### src/rtl/ram_access_ctrl.sv
// rtl/ram_access_ctrl.sv - Command-FIFO front-end sequencing requests onto a single-port RAM
// Reads wait for the RAM's out_en strobe, bounded by a timeout that yields an error response.
module ram_access_ctrl #(
    parameter int DATA_W     = 8,
    parameter int ADDR_W     = 4,
    parameter int FIFO_DEPTH = 4,
    parameter int RD_TIMEOUT = 8
) (
    input  logic              i_clk,
    input  logic              i_rstn,
    input  logic              i_req_valid,
    output logic              o_req_ready,
    input  logic              i_req_wr,
    input  logic [ADDR_W-1:0] i_req_addr,
    input  logic [DATA_W-1:0] i_req_wdata,
    output logic              o_rsp_valid,
    output logic [DATA_W-1:0] o_rsp_rdata,
    output logic              o_rsp_err,
    output logic              o_ram_en,
    output logic              o_ram_wr_rd,
    output logic [ADDR_W-1:0] o_ram_addr,
    output logic [DATA_W-1:0] o_ram_data_in,
    input  logic [DATA_W-1:0] i_ram_data_out,
    input  logic              i_ram_out_en,
    output logic              o_busy
);
    localparam int PTR_W = (FIFO_DEPTH > 1) ? $clog2(FIFO_DEPTH) : 1;
    localparam int CNT_W = $clog2(FIFO_DEPTH + 1);
    localparam int TMO_W = $clog2(RD_TIMEOUT + 1);
    localparam int CMD_W = 1 + ADDR_W + DATA_W;
    localparam logic [CNT_W-1:0] FULL_CNT = CNT_W'(FIFO_DEPTH);
    localparam logic [TMO_W-1:0] TMO_LAST = TMO_W'(RD_TIMEOUT - 1);

    typedef enum logic [2:0] {
        S_IDLE     = 3'd0,
        S_WR       = 3'd1,
        S_RD_ISSUE = 3'd2,
        S_RD_WAIT  = 3'd3,
        S_RD_GAP   = 3'd4
    } state_t;

    state_t r_state;
    state_t w_state_nxt;

    logic [CMD_W-1:0] r_fifo [FIFO_DEPTH];
    logic [PTR_W-1:0] r_wptr;
    logic [PTR_W-1:0] r_rptr;
    logic [CNT_W-1:0] r_count;
    logic             w_full;
    logic             w_empty;
    logic             w_push;
    logic             w_pop;
    logic             w_head_wr;
    logic [ADDR_W-1:0] w_head_addr;
    logic [DATA_W-1:0] w_head_data;

    logic              r_ram_en;
    logic              r_ram_wr_rd;
    logic [ADDR_W-1:0] r_ram_addr;
    logic [DATA_W-1:0] r_ram_data_in;
    logic [TMO_W-1:0]  r_tmo;
    logic              r_rsp_valid;
    logic [DATA_W-1:0] r_rsp_rdata;
    logic              r_rsp_err;

    logic              w_ram_en_nxt;
    logic              w_ram_wr_rd_nxt;
    logic [ADDR_W-1:0] w_ram_addr_nxt;
    logic [DATA_W-1:0] w_ram_data_in_nxt;
    logic [TMO_W-1:0]  w_tmo_nxt;
    logic              w_rsp_valid_nxt;
    logic [DATA_W-1:0] w_rsp_rdata_nxt;
    logic              w_rsp_err_nxt;

    // Ready depends only on the registered count, so a same-cycle pop never frees a slot early.
    assign w_full  = (r_count == FULL_CNT);
    assign w_empty = (r_count == '0);
    assign w_push  = i_req_valid & ~w_full;
    assign {w_head_wr, w_head_addr, w_head_data} = r_fifo[r_rptr];

    always_ff @(posedge i_clk) begin
        if (w_push) begin
            r_fifo[r_wptr] <= {i_req_wr, i_req_addr, i_req_wdata};
        end
    end

    always_ff @(posedge i_clk or negedge i_rstn) begin
        if (!i_rstn) begin
            r_wptr  <= '0;
            r_rptr  <= '0;
            r_count <= '0;
        end else begin
            if (w_push) r_wptr <= r_wptr + PTR_W'(1);
            if (w_pop)  r_rptr <= r_rptr + PTR_W'(1);
            case ({w_push, w_pop})
                2'b10:   r_count <= r_count + CNT_W'(1);
                2'b01:   r_count <= r_count - CNT_W'(1);
                default: r_count <= r_count;
            endcase
        end
    end

    always_comb begin
        w_state_nxt       = r_state;
        w_pop             = 1'b0;
        w_ram_en_nxt      = r_ram_en;
        w_ram_wr_rd_nxt   = r_ram_wr_rd;
        w_ram_addr_nxt    = r_ram_addr;
        w_ram_data_in_nxt = r_ram_data_in;
        w_tmo_nxt         = r_tmo;
        w_rsp_valid_nxt   = 1'b0;
        w_rsp_rdata_nxt   = r_rsp_rdata;
        w_rsp_err_nxt     = r_rsp_err;
        case (r_state)
            // WR chains straight into the next command so writes stream one per cycle.
            S_IDLE, S_WR: begin
                if (!w_empty) begin
                    w_pop             = 1'b1;
                    w_ram_en_nxt      = 1'b1;
                    w_ram_wr_rd_nxt   = w_head_wr;
                    w_ram_addr_nxt    = w_head_addr;
                    w_ram_data_in_nxt = w_head_data;
                    w_state_nxt       = w_head_wr ? S_WR : S_RD_ISSUE;
                end else begin
                    w_ram_en_nxt = 1'b0;
                    w_state_nxt  = S_IDLE;
                end
            end
            S_RD_ISSUE: begin
                w_ram_en_nxt = 1'b0;
                w_tmo_nxt    = '0;
                w_state_nxt  = S_RD_WAIT;
            end
            S_RD_WAIT: begin
                if (i_ram_out_en) begin
                    w_rsp_valid_nxt = 1'b1;
                    w_rsp_rdata_nxt = i_ram_data_out;
                    w_rsp_err_nxt   = 1'b0;
                    w_state_nxt     = S_RD_GAP;
                end else if (r_tmo == TMO_LAST) begin
                    w_rsp_valid_nxt = 1'b1;
                    w_rsp_rdata_nxt = '0;
                    w_rsp_err_nxt   = 1'b1;
                    w_state_nxt     = S_RD_GAP;
                end else begin
                    w_tmo_nxt = r_tmo + TMO_W'(1);
                end
            end
            S_RD_GAP: begin
                w_ram_en_nxt = 1'b0;
                w_state_nxt  = S_IDLE;
            end
            default: begin
                w_ram_en_nxt = 1'b0;
                w_state_nxt  = S_IDLE;
            end
        endcase
    end

    always_ff @(posedge i_clk or negedge i_rstn) begin
        if (!i_rstn) begin
            r_state       <= S_IDLE;
            r_ram_en      <= 1'b0;
            r_ram_wr_rd   <= 1'b0;
            r_ram_addr    <= '0;
            r_ram_data_in <= '0;
            r_tmo         <= '0;
            r_rsp_valid   <= 1'b0;
            r_rsp_rdata   <= '0;
            r_rsp_err     <= 1'b0;
        end else begin
            r_state       <= w_state_nxt;
            r_ram_en      <= w_ram_en_nxt;
            r_ram_wr_rd   <= w_ram_wr_rd_nxt;
            r_ram_addr    <= w_ram_addr_nxt;
            r_ram_data_in <= w_ram_data_in_nxt;
            r_tmo         <= w_tmo_nxt;
            r_rsp_valid   <= w_rsp_valid_nxt;
            r_rsp_rdata   <= w_rsp_rdata_nxt;
            r_rsp_err     <= w_rsp_err_nxt;
        end
    end

    assign o_req_ready   = ~w_full;
    assign o_busy        = ~w_empty | (r_state != S_IDLE);
    assign o_ram_en      = r_ram_en;
    assign o_ram_wr_rd   = r_ram_wr_rd;
    assign o_ram_addr    = r_ram_addr;
    assign o_ram_data_in = r_ram_data_in;
    assign o_rsp_valid   = r_rsp_valid;
    assign o_rsp_rdata   = r_rsp_rdata;
    assign o_rsp_err     = r_rsp_err;

endmodule

### config.mk
export PLATFORM = sky130hd
export DESIGN_NAME = ram_access_ctrl
export DESIGN_NICKNAME = d
export VERILOG_FILES = /design/src/rtl/ram_access_ctrl.sv
export SDC_FILE = /design/constraint.sdc
export NUM_CORES = 1
export LEC_CHECK = 0
export ABC_CLOCK_PERIOD_IN_PS = 6360
export CORE_MARGIN = 1
export CORE_UTILIZATION = 58
export CTS_CLUSTER_SIZE = 20
export DETAILED_ROUTE_END_ITERATION = 12
export PLACE_DENSITY_LB_ADDON = 0.05
export SYNTH_ARGS = -nofsm -noshare
export SYNTH_HDL_FRONTEND = slang
export SYNTH_SLANG_ARGS = --single-unit
### constraint.sdc
create_clock -name i_clk -period 6.36 [get_ports i_clk]
set_input_delay 0.954 -clock i_clk [delete_from_list [all_inputs] [get_ports i_clk]]
set_output_delay 0.954 -clock i_clk [all_outputs]
set_load 0.05 [all_outputs]
==> metrics.md <==
| Metric | Value |
|---|---|
| Crit path launch | `r_count[2]$_DFFE_PN0P_` |
| Most used DFF post-synth | `edfxtp_1` |
| Initial Util | `0.6044` |
| Total number of vias | `1927` |
| Final Max Slew Viols | `0` |
| Syn avg cell area | `18.00 um2` |
| Met3 Routed Length | `286 um` |
| Sink Count | `90` |
| Total core area | `5956 um2` |
| Max Root-Sink Buffers | `2` |
| Global route overflow | `0` |
| Fin crit share | `0.5136` |
| Final net count | `284` |
| Vias per Instance | `5.804` |
| # placed instances | `316` |
| Die Ht | `80.78 um` |
| Final WL | `6279 um` |
| Syn. warnings | `0` |
| Async SR Flop Fraction | `0.4222` |
| Max incr delay on CP | `710 ps` |
| Top-count cell post-synth | `edfxtp_1` |
| Commonest cells in the netlist | `edfxtp_1, dfrtp_1, inv_1, a22o_1, mux2_2` |
| Initial antenna violation count | `0` |
| Setup TNS | `0 ps` |
| Post-CTS Setup Inserts | `0` |
| Clk slew on worst S/H paths | `80 ps` |
| DRT iter0 DRCs | `97` |
| Leakage power total | `1.716 nW` |
| Post-layout util | `0.7326` |
| Layout Skew | `9.726 ps` |
| Synth Cell Area | `3600 um2` |
| CP startpoint kind | `flip-flop` |
| CP Max Fanout | `4` |
| PnR Total Power | `0.002387 W` |
| Top post-synthesis cells by area | `edfxtp_1, dfrtp_1, mux4_2` |
| Clk_lat worst skew | `340 ps` |
| Detail Route met2 WL | `3234 um` |
| Routed WL per cell | `18.91 um` |
| CTS buffer count | `9` |
| Max_slew headroom | `0.3957` |
| Sequential area share after synthesis | `0.6979` |
| Endpoints failing hold | `0` |
| Top Ports | `51` |
| R2r startpoint | `r_count[0]$_DFFE_PN0P_` |
| Required @ worst endpoint | `5410 ps` |
| RSZ-0062 raised after global routing | `no` |
| H-tree depth | `3` |
| Status | `completed` |
| Yosys top cell by area | `edfxtp_1` |
| Final min period | `3267 ps` |
| Rows | `28` |
| Antenna cells | `0` |
| CP max-delay cell | `clkdlybuf4s50_1` |
| Pin count of the biggest net entering global routing | `39` |
| Met1 WL | `2640 um` |
| Min-Delay Path Class | `reg -> reg` |
| Yosys reg bits | `90` |
| Syn Inst Count | `200` |
| Area grow syn2layout | `21.20%` |
| Kind of critical path | `reg -> out` |
| Vias in the first global route | `1990` |
| Die X | `80.78 um` |
| CTS tree | `built` |
| Antenna Violating Nets Remaining | `0` |
| FMAX | `306.1 MHz` |
| RePlAce Congestion | `0.7515` |
| EDFF count, synth | `52` |
| First-pass GRT wire length | `9818 um` |
| Synth unique cells | `40` |
| Setup violators final | `0` |
| IO buf count | `50` |
| GRT Total Usage | `0.2139` |
| Synth top area share | `0.4338` |
| Share of cells above drive strength 1 | `0.1634` |
| Max cap viols | `0` |
| Sequence of cells on the critical path | `or3_1, or4_1, clkdlybuf4s50_1` |
| Worst EP arrival | `2310 ps` |
| Place WS | `3458 ps` |
| Fin worst setup slack | `3093 ps` |
| Filler-free cell count of the finished design | `332` |
| CTS root buf | `clkbuf_8` |
| Setup crit end kind | `output pin` |
| # fillers | `366` |
| DR pass1 iterations | `4` |
| Hold Buf Count CTS | `0` |
| Top layer in use | `met4` |
| Drt drc | `0` |
| Slew @ Worst Pin | `906.4 ps` |
| HP Start | `o_ram_wr_rd$_DFFE_PN0P_` |
| Max IR drop VDD | `0.3282 mV` |
| Pwr dens | `547.1 nW/um2` |
| DP HPWL | `3999 um` |
| Resized cells post-CTS | `0` |
| Syn_nets | `232` |
| Die area | `6525 um2` |
flip-flops by register name (all words and copies together), names as in the netlist, 2 cells and up:
register / cells
r_fifo: 52
o_ram_data_in: 8
o_rsp_rdata: 8
o_ram_addr: 4
r_tmo: 4
r_count: 3
r_state: 3
r_rptr: 2
r_wptr: 2
final timing paths:
check,endpoint,slack [ps],cells after the start
hold reg to reg,o_ram_wr_rd$_DFFE_PN0P_,490,1
min in group asynchronous,r_state[0]$_DFFE_PN0P_,700,1
max in group asynchronous,o_ram_addr[0]$_DFFE_PN0P_,5120,1
setup reg to reg,r_count[2]$_DFFE_PN0P_,4100,9
hold / removal,o_ram_wr_rd$_DFFE_PN0P_,490,1
setup / recovery,o_busy,3090,3
where the power goes:
group          internal, W  switching [W]
combinational     0.000429       0.000546
clock             0.000261       0.000196
sequential        0.000813       0.000142
final cells by class:
class                      count  area (um2)  share of cell area
clock buffer                   9       123.9             0.02839
clock inverter                 7       117.6             0.02696
inverter                      11       41.29            0.009464
multi-input combinational     90       978.4              0.2243
sequential                    90        2512              0.5759
tap                           75       93.84             0.02151
timing repair buffer          50       495.5              0.1136
critical path, delay by kind of cell, from the launching register on:
| kind | cells | cell delay (ps) |
|---|---|---|
| buffers and inverters | 1 | 710 |
| and+or+nand+nor | 2 | 850 |
| DFF | 1 | 410 |
metal layers:
metal,up-vias,track usage
li1,872,-
met1,978,0.2713
met2,61,0.3551
met3,16,0.04607
met4,0,0.1000
met5,-,0
kinds of logic after synthesis:
kind of cell | synth area share
simple gates | 0.04936
xor+xnor | 0.01460
flops | 0.6979
fa+ha+maj | 0.02642
mux | 0.1383
buf+inv | 0.03024
compound gates | 0.04310
stage by stage:
step | cell area, um2 | hold WS (ps)
finish | 4363 | 492.2
global route | 4363 | 504.3
CTS | 4363 | 497.7
detailed placement | 4121 | 479.1
global placement | 4121 | 461.5
floorplan | 3600 | 448.1
cell usage in the layout, fill, tap and decap left out, types with 3 or more instances in the layout:
| master | netlist | layout |
|---|---|---|
| inv_1 | 11 | 11 |
| nand2_1 | 3 | 3 |
| dfrtp_1 | 38 | 38 |
| ha_1 | 6 | 6 |
| clkdlybuf4s50_1 | 0 | 49 |
| a22o_1 | 9 | 9 |
| edfxtp_1 | 52 | 52 |
| mux2_2 | 9 | 9 |
| mux2_4 | 5 | 5 |
| mux4_1 | 5 | 5 |
| mux4_2 | 8 | 8 |
| bufinv_16 | 0 | 3 |
| clkbuf_8 | 0 | 9 |
| and3_1 | 5 | 5 |
| o211ai_1 | 3 | 3 |
| xnor2_1 | 4 | 4 |
| nor2_1 | 3 | 3 |
| nand3_1 | 5 | 5 |
Note: power is estimated with default switching activity, not from simulation.
==> patch, RTL diff (same flow settings) <==
`RD_TIMEOUT`: 8 -> 32.
--- a/src/rtl/ram_access_ctrl.sv
+++ b/src/rtl/ram_access_ctrl.sv
@@ -4,7 +4,7 @@
     parameter int DATA_W     = 8,
     parameter int ADDR_W     = 4,
     parameter int FIFO_DEPTH = 4,
-    parameter int RD_TIMEOUT = 8
+    parameter int RD_TIMEOUT = 32
 ) (
     input  logic              i_clk,
     input  logic              i_rstn,
Function: no difference found for any inputs over 10 cycles, from zero or initial values and one cycle with i_rstn low; that may be too few to reach the edited logic, so the function may still have changed.
==> patch against the original RTL <==
Power decreased by 2.8%; sequential share of layout area increased by 0.50 points; clock power decreased by 5.9%; setup slack improved by 0.41 ns; sequential cell count increased by 2; routed wire length decreased by 1.9%; design area increased by 1.1%; synthesized area increased by 1.7%; critical path type unchanged; critical endpoint unchanged; largest cell class unchanged; largest power group is now registers.
==> patch: results (changes against the original RTL) <==
Run status
  – Status: finished clean

Yosys
  – Mean post-synth cell area: 15.3 sq um (-15%)
  – Post-synthesis mux area share: 0.0858 (-0.0526)
  – Yosys cell types: 36 (-10%)
  – Post-Syn Nets: 272 (+17%)
  – Synth Area in XOR/XNOR: 0.0143 (-0.000249)
  – Async SR Flop Fraction: 0.435 (+0.0126)
  – Adder and majority cell fraction of the synthesized area: 0.0260 (-0.000451)
  – Compound-cell area share of the yosys netlist: 0.0482 (+0.00507)
  – Main synth FF type: edfxtp_1
  – Synth top area cells: edfxtp_1, dfrtp_1, mux4_2
  – Sequential area share after synthesis: 0.700 (+0.00174)
  – Synth top cells by count: edfxtp_1, nand2_1, dfrtp_1

Cells and area
  – Fin nets: 323 (+14%)
  – Clock-cell share: 0.0502 (-0.00515)
  – Clock buf count: 10 (+1)
  – Fill cells: 385 (+5.2%)
  – Non-clock buffer share of cell area: 0.112 (-0.00126)
  – FFs & Latches: 92 (+2.2%)
  – Multi-Input Combinational: 128 (+42%)
  – Signal inverters: 10 (-1)
  – Share of layout cells above drive strength 1: 0.111 (-0.0519)
  – Total area of sequential cells: 2560 sq um (+2.0%)
  – # diodes: 0 (unchanged)
  – Fraction of area in multi-input gates: 0.227 (+0.00262)

STA
  – Slew @ Worst Pin: 0.919 ns (+0.0126 ns)
  – Clock Skews: 0.0124 ns (+0.00266 ns)

Clocking
  – Total CTS buffers: 9 (unchanged)

Drt
  – Routed met2 length: 3110 microns (-3.9%)
  – Drt via density: 5.42 (-6.6%)
  – DR WL met3: 295 microns (+3.1%)
  – Drt total wl: 6160 microns (-1.9%)
  – Iter 0 DRT Violations: 62 (-36%)
  – Vias: 2,011 (+4.4%)

Placed design
  – Pre-CTS setup slack: 3.56 ns (+0.105 ns)
  – Placed insts: 355 (+12%)
  – Detail Placement HPWL: 3940 microns (-1.4%)
  – Final RePlAce weighted congestion: 0.711 (-5.5%)

Global routing
  – Gr usage total: 0.203 (-0.0107)
  – Met2 Use GR: 0.338 (-0.0168)
  – Met1 Use GR: 0.244 (-0.0272)
  – Largest net degree at the start of global routing: 41 (+5.1%)
  – Vias in the first global route: 2,019 (+1.5%)
  – Global-route wire length before repair: 9390 microns (-4.4%)
  – GRT met3 Usage: 0.0578 (+0.0117)

Critical path
  – Critical Path AT: 1.90 ns (-0.41 ns)
  – Critical-path maximum fanout: 13 (+9)
  – CP top delay family: buffers and inverters
  – Delay of the slowest cell on the worst path: 0.81 ns (+0.10 ns)

Power and ir drop
  – Peak supply drop: 306 uV (-6.8%)
-- patch: path summary, 6_finish.rpt --
path                                       start               end  cells after the start  slack, ns
worst max-delay path                  r_state[0]            o_busy                      2       3.51
worst min-delay path            o_ram_data_in[0]  o_ram_data_in[0]                      2       0.48
worst max register to register        r_count[0]        r_count[2]                      9       3.74
worst min register to register  o_ram_data_in[0]  o_ram_data_in[0]                      2       0.48
max in group asynchronous                 i_rstn    o_rsp_rdata[2]                      1       5.08
min in group asynchronous                 i_rstn          r_tmo[4]                      1       0.72
-- patch: stage by stage --
stage	util	hold WS [ns]	instance area, sq um	power, mW
after floorplan	-	0.464	3660	1.64
after global placement	0.699	0.462	4190	1.88
after detailed placement	0.699	0.471	4190	1.91
after CTS	0.736	0.492	4410	2.34
after global routing	0.736	0.516	4410	2.45
final	0.736	0.485	4410	2.32
-- patch: where the power goes --
part	total [mW]	internal, mW	switching, mW
clock	0.430	0.226	0.204
sequential	0.958	0.822	0.136
combinational	0.931	0.364	0.567
total	2.32	1.41	0.908
